<file path="src/rtl/frame_pkg.sv">
// ============================================================================
// frame_pkg : framing constants and receive-state encoding shared by both ends
// Revision  : 1.0
// ============================================================================
`default_nettype none

package frame_pkg;

  localparam logic [7:0] FRAME_HEADER       = 8'hAA;
  localparam logic [7:0] FRAME_FOOTER       = 8'hFF;
  localparam int         FRAME_NUM_CHANNELS = 16;

  typedef enum logic [1:0] {
    ST_IDLE   = 2'd0,
    ST_DATA   = 2'd1,
    ST_FOOTER = 2'd2
  } rx_state_e;

endpackage : frame_pkg

`default_nettype wire

</file>
<file path="src/rtl/frame_deserializer.sv">
// ============================================================================
// frame_deserializer : HEADER/data/FOOTER byte-stream receiver, parallel output
// Optional: define FRAME_ERR_CNT_EN to add a saturating 16-bit err_count port.
// Revision : 1.0
// ============================================================================
`default_nettype none

module frame_deserializer
  import frame_pkg::*;
#(
  parameter logic [7:0] HEADER       = FRAME_HEADER,
  parameter logic [7:0] FOOTER       = FRAME_FOOTER,
  parameter int         NUM_CHANNELS = FRAME_NUM_CHANNELS,
  parameter int         CW           = $clog2(NUM_CHANNELS)
) (
  input  logic                      clk,
  input  logic                      rst_n,
  input  logic [7:0]                din,
  input  logic                      din_valid,
  output logic [8*NUM_CHANNELS-1:0] frame_data,
  output logic                      frame_valid,
  output logic                      frame_err,
  output logic                      busy,
  output logic [CW-1:0]             ch_cnt
`ifdef FRAME_ERR_CNT_EN
  ,
  output logic [15:0]               err_count
`endif
);

  localparam logic [CW-1:0] C_LAST_CH = CW'(NUM_CHANNELS - 1);

  rx_state_e                 state_q, state_d;
  logic [CW-1:0]             ch_cnt_q, ch_cnt_d;
  logic [8*NUM_CHANNELS-1:0] shadow_q, shadow_d;
  logic [8*NUM_CHANNELS-1:0] frame_data_q, frame_data_d;
  logic                      frame_valid_q, frame_valid_d;
  logic                      frame_err_q, frame_err_d;

  always_ff @(posedge clk or negedge rst_n) begin
    if (!rst_n) begin
      state_q       <= ST_IDLE;
      ch_cnt_q      <= '0;
      shadow_q      <= '0;
      frame_data_q  <= '0;
      frame_valid_q <= 1'b0;
      frame_err_q   <= 1'b0;
    end else begin
      state_q       <= state_d;
      ch_cnt_q      <= ch_cnt_d;
      shadow_q      <= shadow_d;
      frame_data_q  <= frame_data_d;
      frame_valid_q <= frame_valid_d;
      frame_err_q   <= frame_err_d;
    end
  end

  always_comb begin
    state_d       = state_q;
    ch_cnt_d      = ch_cnt_q;
    shadow_d      = shadow_q;
    frame_data_d  = frame_data_q;
    frame_valid_d = 1'b0;
    frame_err_d   = 1'b0;

    case (state_q)
      ST_IDLE: begin
        if (din_valid && (din == HEADER)) begin
          state_d  = ST_DATA;
          ch_cnt_d = '0;
        end
      end

      ST_DATA: begin
        if (din_valid) begin
          for (int k = 0; k < NUM_CHANNELS; k++) begin
            if (ch_cnt_q == CW'(k)) begin
              shadow_d[8*k +: 8] = din;
            end
          end
          // Counter parks on the last index so it never leaves 0..NUM_CHANNELS-1.
          if (ch_cnt_q == C_LAST_CH) begin
            state_d = ST_FOOTER;
          end else begin
            ch_cnt_d = ch_cnt_q + CW'(1);
          end
        end
      end

      ST_FOOTER: begin
        if (din_valid) begin
          ch_cnt_d = '0;
          if (din == FOOTER) begin
            frame_data_d  = shadow_q;
            frame_valid_d = 1'b1;
            state_d       = ST_IDLE;
          end else if (din == HEADER) begin
            frame_err_d = 1'b1;
            state_d     = ST_DATA;
          end else begin
            frame_err_d = 1'b1;
            state_d     = ST_IDLE;
          end
        end
      end

      default: begin
        state_d  = ST_IDLE;
        ch_cnt_d = '0;
      end
    endcase
  end

`ifdef FRAME_ERR_CNT_EN
  logic [15:0] err_count_q;

  always_ff @(posedge clk or negedge rst_n) begin
    if (!rst_n) begin
      err_count_q <= '0;
    end else if (frame_err_d && (err_count_q != 16'hFFFF)) begin
      err_count_q <= err_count_q + 16'd1;
    end
  end

  assign err_count = err_count_q;
`endif

  assign frame_data  = frame_data_q;
  assign frame_valid = frame_valid_q;
  assign frame_err   = frame_err_q;
  assign busy        = (state_q != ST_IDLE);
  assign ch_cnt      = ch_cnt_q;

endmodule : frame_deserializer

`default_nettype wire

</file>
<file path="config.mk">
export PLATFORM = sky130hd
export DESIGN_NAME = frame_deserializer
export DESIGN_NICKNAME = d
export VERILOG_FILES = /design/src/rtl/frame_pkg.sv /design/src/rtl/frame_deserializer.sv
export SDC_FILE = /design/constraint.sdc
export NUM_CORES = 1
export LEC_CHECK = 0
export ABC_CLOCK_PERIOD_IN_PS = 1650
export BUFFER_PORTS_ARGS = -buffer_cell sky130_fd_sc_hd__buf_4
export CORE_UTILIZATION = 40
export DETAILED_ROUTE_END_ITERATION = 6
export MAX_ROUTING_LAYER = met4
export SLEW_MARGIN = 20
export SYNTH_ARGS = -nofsm -noshare
export SYNTH_HDL_FRONTEND = slang
export SYNTH_SLANG_ARGS = --single-unit
</file>
<file path="constraint.sdc">
create_clock -name clk -period 1.65 [get_ports clk]
set_input_delay 0.165 -clock clk [delete_from_list [all_inputs] [get_ports clk]]
set_output_delay 0.165 -clock clk [all_outputs]
set_load 0.02 [all_outputs]
</file>
# Word-level counts from Yosys, hierarchy flattened
# Cells that the tools add are included.
[op_classes]
n_addsub = 1
eq_ne = 24
muxes = 18
reduce_logical = 23
[op_table]
columns = ["cell", "count"]
rows = [
  ["AND reduction 3 bit", 17],
  ["equality test 4 bit, second input constant", 8],
  ["equality test 4 x 3 -> 1 bit, second input constant", 4],
  ["equality test 8 bit, second input constant", 2],
  ["two-way mux 4 bit", 4],
  ["case mux 4 bit (3 select lines)", 1],
  ["!= test 2 bit, second input constant", 5],
  ["equality test 4 x 2 -> 1 bit, second input constant", 2],
  ["two-way mux 1 bit", 8],
  ["two-way mux 2 bit", 4],
  ["AND reduction 4 bit", 2],
  ["case mux 2 bit (3 select lines)", 1],
  ["adder 4 x 1 -> 4 bit, second input constant", 1],
  ["equality test 4 x 1 -> 1 bit, second input constant", 1],
  ["logical NOT 4 bit", 1],
  ["equality test 2 x 1 -> 1 bit, second input constant", 1],
  ["equality test 2 bit, second input constant", 1],
  ["logical NOT 2 bit", 1],
  ["nonzero test 2 bit", 1],
  ["logical AND 1 bit", 1],
]
[totals]
regBits = 264
input_bits = 11
out_inout_bits = 135
wordCells = 87

# Depth between registers and ports, before layout
[logic_depth]
depth_word = 5
depth_mapped = 6

# Worst setup path after synthesis
# No wires, ideal clock.
[synth_path]
kind = "register to register"
from = "register ch_cnt_q[0] (netlist: ch_cnt[0])"
to = "register shadow_q[121]"
setup_time_ns = 0.125
arrival_time_ns = 1.776
required_ns = 1.525
path_slack_ns = -0.251
path_stages_with_launch = 6
n_path_buf = 1
period_less_slack_ns = 1.901
path_cell_list = "dfrtp_1 -> ha_1 -> clkbuf_1 -> nand3_1 -> nor2_2 -> mux2_2"
[synth_via]
elab_chain_cells = 2
[synth_lines]
columns = ["item", "line_no", "rtl"]
rows = [
  ["from (decl)", "frame_deserializer.sv:34", "logic [CW-1:0] ch_cnt_q, ch_cnt_d;"],
  ["from (signal assigned)", "frame_deserializer.sv:50", "ch_cnt_q <= ch_cnt_d;"],
  ["equality test 4 bit", "frame_deserializer.sv:77", "if (ch_cnt_q == CW'(k)) begin"],
  ["AND reduction 3 bit (no line)", "--", ""],
  ["to (signal assigned)", "frame_deserializer.sv:51", "shadow_q <= shadow_d;"],
  ["to (decl)", "frame_deserializer.sv:35", "logic [8*NUM_CHANNELS-1:0] shadow_q, shadow_d;"],
]
# Every way passes these cells.
# A chain may end at the register's enable or synchronous reset.

# Worst setup path after layout
[layout_path]
from = "register state_q[0]"
to = "register frame_data_q[97] (netlist: frame_data[97])"
[layout_via]
elab_chain_cells = 2
[layout_lines]
columns = ["item", "line_no", "rtl"]
rows = [
  ["from (decl)", "frame_deserializer.sv:33", "rx_state_e state_q, state_d;"],
  ["from (signal assigned)", "frame_deserializer.sv:49", "state_q <= state_d;"],
  ["equality test 2 bit", "frame_deserializer.sv:66", "case (state_q)"],
  ["AND reduction 3 bit (no line)", "--", ""],
  ["to (signal assigned)", "frame_deserializer.sv:52", "frame_data_q <= frame_data_d;"],
  ["to (decl)", "frame_deserializer.sv:36", "logic [8*NUM_CHANNELS-1:0] frame_data_q, frame_data_d;"],
]
# Every way passes these cells.

==> Implementation_results.wiki <==
{| class="wikitable"
! Metric !! Value
|-
| Core area || 24500 um^2
|-
| Slew Limit Headroom || 0.736
|-
| Total nets after synthesis || 637
|-
| Flops & latches, synth || 264
|-
| Share of the yosys chip area belonging to registers || 0.653
|-
| Most area-hungry cell type in the Yosys netlist || dfrtp_1
|-
| Root Buffer Master || clkbuf_16
|-
| Via count of the routed design || 5965
|-
| Leading cell types by total area after synthesis || dfrtp_1 65%, mux2_2 16%, mux2_1 12%
|-
| Maximum operating frequency || 569 MHz
|-
| Number of clock sinks seen by CTS || 264
|-
| Die extent in x || 161 um
|-
| DRC marker count from the first detailed-route iteration || 207
|-
| Number of warnings printed during yosys synthesis || 0
|-
| HP Start || din_valid
|-
| Required time of the critical path || 2.06 ns
|-
| Total placed instance area || 11900 um^2
|-
| Number of enable flip-flop cells after synthesis || 0
|-
| Cell count after placement || 1100
|-
| Total global routing track utilization || 0.193
|-
| Post-Route Skew || 0.0108 ns
|-
| DRC violations left || 0
|-
| Hold Violations, Final || 0
|-
| Total power consumption of the routed design || 17.3 mW
|-
| Synth cell types || 35
|-
| Tightest Hold Check Type || in2reg
|-
| Floorplan die area || 25900 um^2
|-
| Final ANT Viol Nets || 0
|-
| Post-synthesis instance total || 622
|-
| Maximum number of pins on one net before global-route repair || 64
|-
| Worst IR drop on VDD || 0.000704 V
|-
| Vias per cell || 5.08
|-
| Cell count of the worst reg-to-reg path || 7
|-
| Router iterations before antenna repair || 4
|-
| Static power due to leakage || 7.04 nW
|-
| Fraction of synthesized cell area taken by the top area cell type || 0.653
|-
| Proportion of layout cells with a drive suffix above 1 || 0.604
|-
| FFs w/ async S/R, synth || 1.00
|-
| Most used standard cells in the synthesized netlist || 264 x dfrtp_1, 146 x mux2_2, 111 x mux2_1
|-
| Rows || 57
|-
| Psw || 4.14 mW
|-
| Part of the cycle the worst path needs || 1.06
|-
| Mean instance size in the synthesized netlist || 16.3 um^2
|-
| Post-layout instance count excluding filler cells || 1174
|-
| Clock share of power || 0.376
|-
| Pint || 13.1 mW
|-
| Crit path max fanout || 12
|-
| Count of nets after finishing || 843
|-
| Clock-pin slew reported for the worst setup and hold paths after clock tree synthesis || 0.06 ns
|-
| WL per Instance || 21.5 um
|-
| Share of total power in sequential cells || 0.505
|-
| Post-synthesis cell area || 10100 um^2
|-
| Switching Share || 0.240
|-
| H-tree level count || 1
|-
| Total Routed Length || 25200 um
|-
| Clock buffer count from CTS || 28
|-
| Initial cell density of the core || 0.413
|-
| GR Overflow Total || 0
|-
| CP Launch Type || register
|-
| Area overhead of the layout relative to synthesis || 36.8%
|-
| Count of max-cap constraint violations || 0
|-
| TritonCTS clock tree || built
|-
| Initial antenna violation count || 0
|-
| Number of buffers on the longest clock path || 3
|-
| Outcome || complete, but fails checks
|-
| Final min period || 1.76 ns
|-
| Floorplan die height || 161 um
|-
| Cell area after layout || 13800 um^2
|-
| RSZ-0062 raised after global routing || yes
|-
| Failing checks || negative setup slack
|-
| Number of instances on the worst hold path || 2
|-
| Ant. Diodes || 0
|-
| Number of port buffers || 145
|-
| Combinational fraction of design power || 0.119
|-
| Transition time at the pin with the least slew margin || 0.396 ns
|-
| Reg2Reg Setup Slack || -0.11 ns
|-
| Min setup slack post-route || -0.106 ns
|-
| Wire length of the first global-routing pass || 37600 um
|-
| Post-DP HPWL || 15200 um
|-
| Routability congestion estimate from global placement || 0.857
|-
| Hold Path Sink || state_q[0]
|-
| Post-synth top flop || dfrtp_1
|-
| Worst Setup End Kind || register
|-
| Number of top-level pins || 146
|-
| Arrival time worst endpoint || 2.16 ns
|-
| Class of the most critical setup path || reg2reg
|-
| Final setup vio count || 94
|-
| R2r startpoint || state_q[0]
|-
| FF-to-FF End || frame_data[97]
|-
| Final-report max-slew violation count || 0
|-
| Post-Route Hold Slack || 0.0382 ns
|-
| Worst skew pair latency || 0.53 ns
|-
| Power per cell area || 1250 nW/um^2
|-
| Library cell with the highest instance count after synthesis || dfrtp_1
|-
| Number of global-route vias before repair || 6468
|}
## flip-flops by register name, summed over array words and instances, names as in the netlist
signal and flops:
frame_valid 1, frame_data 128, state_q 2, shadow_q 128, frame_err 1, ch_cnt 4
## kinds of logic after synthesis
logic type / Yosys count / synth area share
AO/OA/AOI/OAI: 16 / 0.0108
adder cells (fa/ha/maj): 4 / 0.00495
buffers and inverters: 38 / 0.0195
flip-flops: 264 / 0.653
multiplexers: 258 / 0.287
AND/OR/NAND/NOR: 42 / 0.0251
## cell type report
class                           instances  area (um^2)
Clock inverter                         15          161
Timing Repair Buffer                  210         1990
Fill cell                            1951        10700
Inverter                                4         15.0
Multi-Input combinational cell        320         3850
Clock buffer                           37          816
Tap cell                              324          405
Sequential cell                       264         6610
## metrics by stage
step | util | setup WS, ns | setup TNS (ns)
after floorplan | - | 0.0102 | 0
after global placement | 0.487 | -0.0121 | -0.388
after detailed placement | 0.487 | -0.0780 | -5.78
after CTS | 0.537 | -0.0396 | -1.61
after global routing | 0.564 | -0.152 | -10.28
final | 0.564 | -0.106 | -5.21
## how the worst max path moves through the flow
stage          startpoint  slack (ns)  cells after the start              end
2_1_floorplan   ch_cnt[3]        0.01                      6     shadow_q[65]
3_3_place_gp   state_q[0]       -0.01                      6  frame_data[117]
3_5_place_dp   state_q[0]       -0.08                      6  frame_data[109]
4_1_cts        state_q[0]       -0.04                      7  frame_data[109]
5_1_grt        state_q[0]       -0.15                      7   frame_data[46]
6_report       state_q[0]       -0.11                      7   frame_data[97]
## cells in the final DEF (no fill, tap or decap), drive strengths merged
cell / synthesis / layout
mux2i: 1 / 1
nor3: 3 / 3
nand2: 17 / 17
clkbuf: 16 / 44
nor4: 1 / 1
a21o: 2 / 2
a31oi: 1 / 1
o211ai: 1 / 1
nand4: 2 / 2
dlygate4sd3: 0 / 1
nand3: 2 / 2
mux2: 257 / 257
o21ai: 4 / 4
or2: 1 / 1
a41o: 2 / 2
o31ai: 1 / 1
a2bb2oi: 1 / 1
bufinv: 0 / 3
buf: 18 / 202
a21oi: 3 / 3
and3: 1 / 1
ha: 4 / 4
nand3b: 2 / 2
dfrtp: 264 / 264
clkinv: 0 / 9
and4: 1 / 1
clkinvlp: 0 / 2
nor2: 7 / 7
nand2b: 1 / 1
nor3b: 1 / 1
and2: 3 / 3
a221oi: 1 / 1
inv: 4 / 5
## critical path: stages, from the launching register on
cell and delay, ns:
dfrtp_2 0.43, inv_2 0.09, nand3_4 0.09, nor3_4 0.16, buf_6 0.16, buf_16 0.16, clkbuf_16 0.19, mux2_1 0.34
## timing repair
action                     CTS  global route
hold buffers                 1             0
buffers inserted             7             9
pin swaps                    0             4
setup endpoints to repair  167           247
gates resized for setup     22           133
hold endpoints to repair   264             0
gates cloned                 3             7
## power by group through the flow
stage | clock network, mW | logic, mW | registers, mW
finish | 6.49 | 2.06 | 8.72
global route | 6.96 | 2.24 | 8.87
CTS | 6.65 | 1.89 | 8.66
detailed placement | 0 | 1.87 | 8.78
global placement | 0 | 1.77 | 8.70
floorplan | 0 | 1.38 | 8.41
## per-layer routing
layer | share of wire | global-route usage | wire length (um) | vias to the layer above
met3 | 0.041 | 0.0334 | 1040 | 41
met5 | 0 | - | 0 | -
met1 | 0.43 | 0.242 | 10900 | 3169
met4 | 0.018 | 0.0489 | 444 | 0
li1 | - | - | - | 2611
met2 | 0.51 | 0.325 | 12800 | 144
Note: power is estimated with default switching activity, not from simulation.
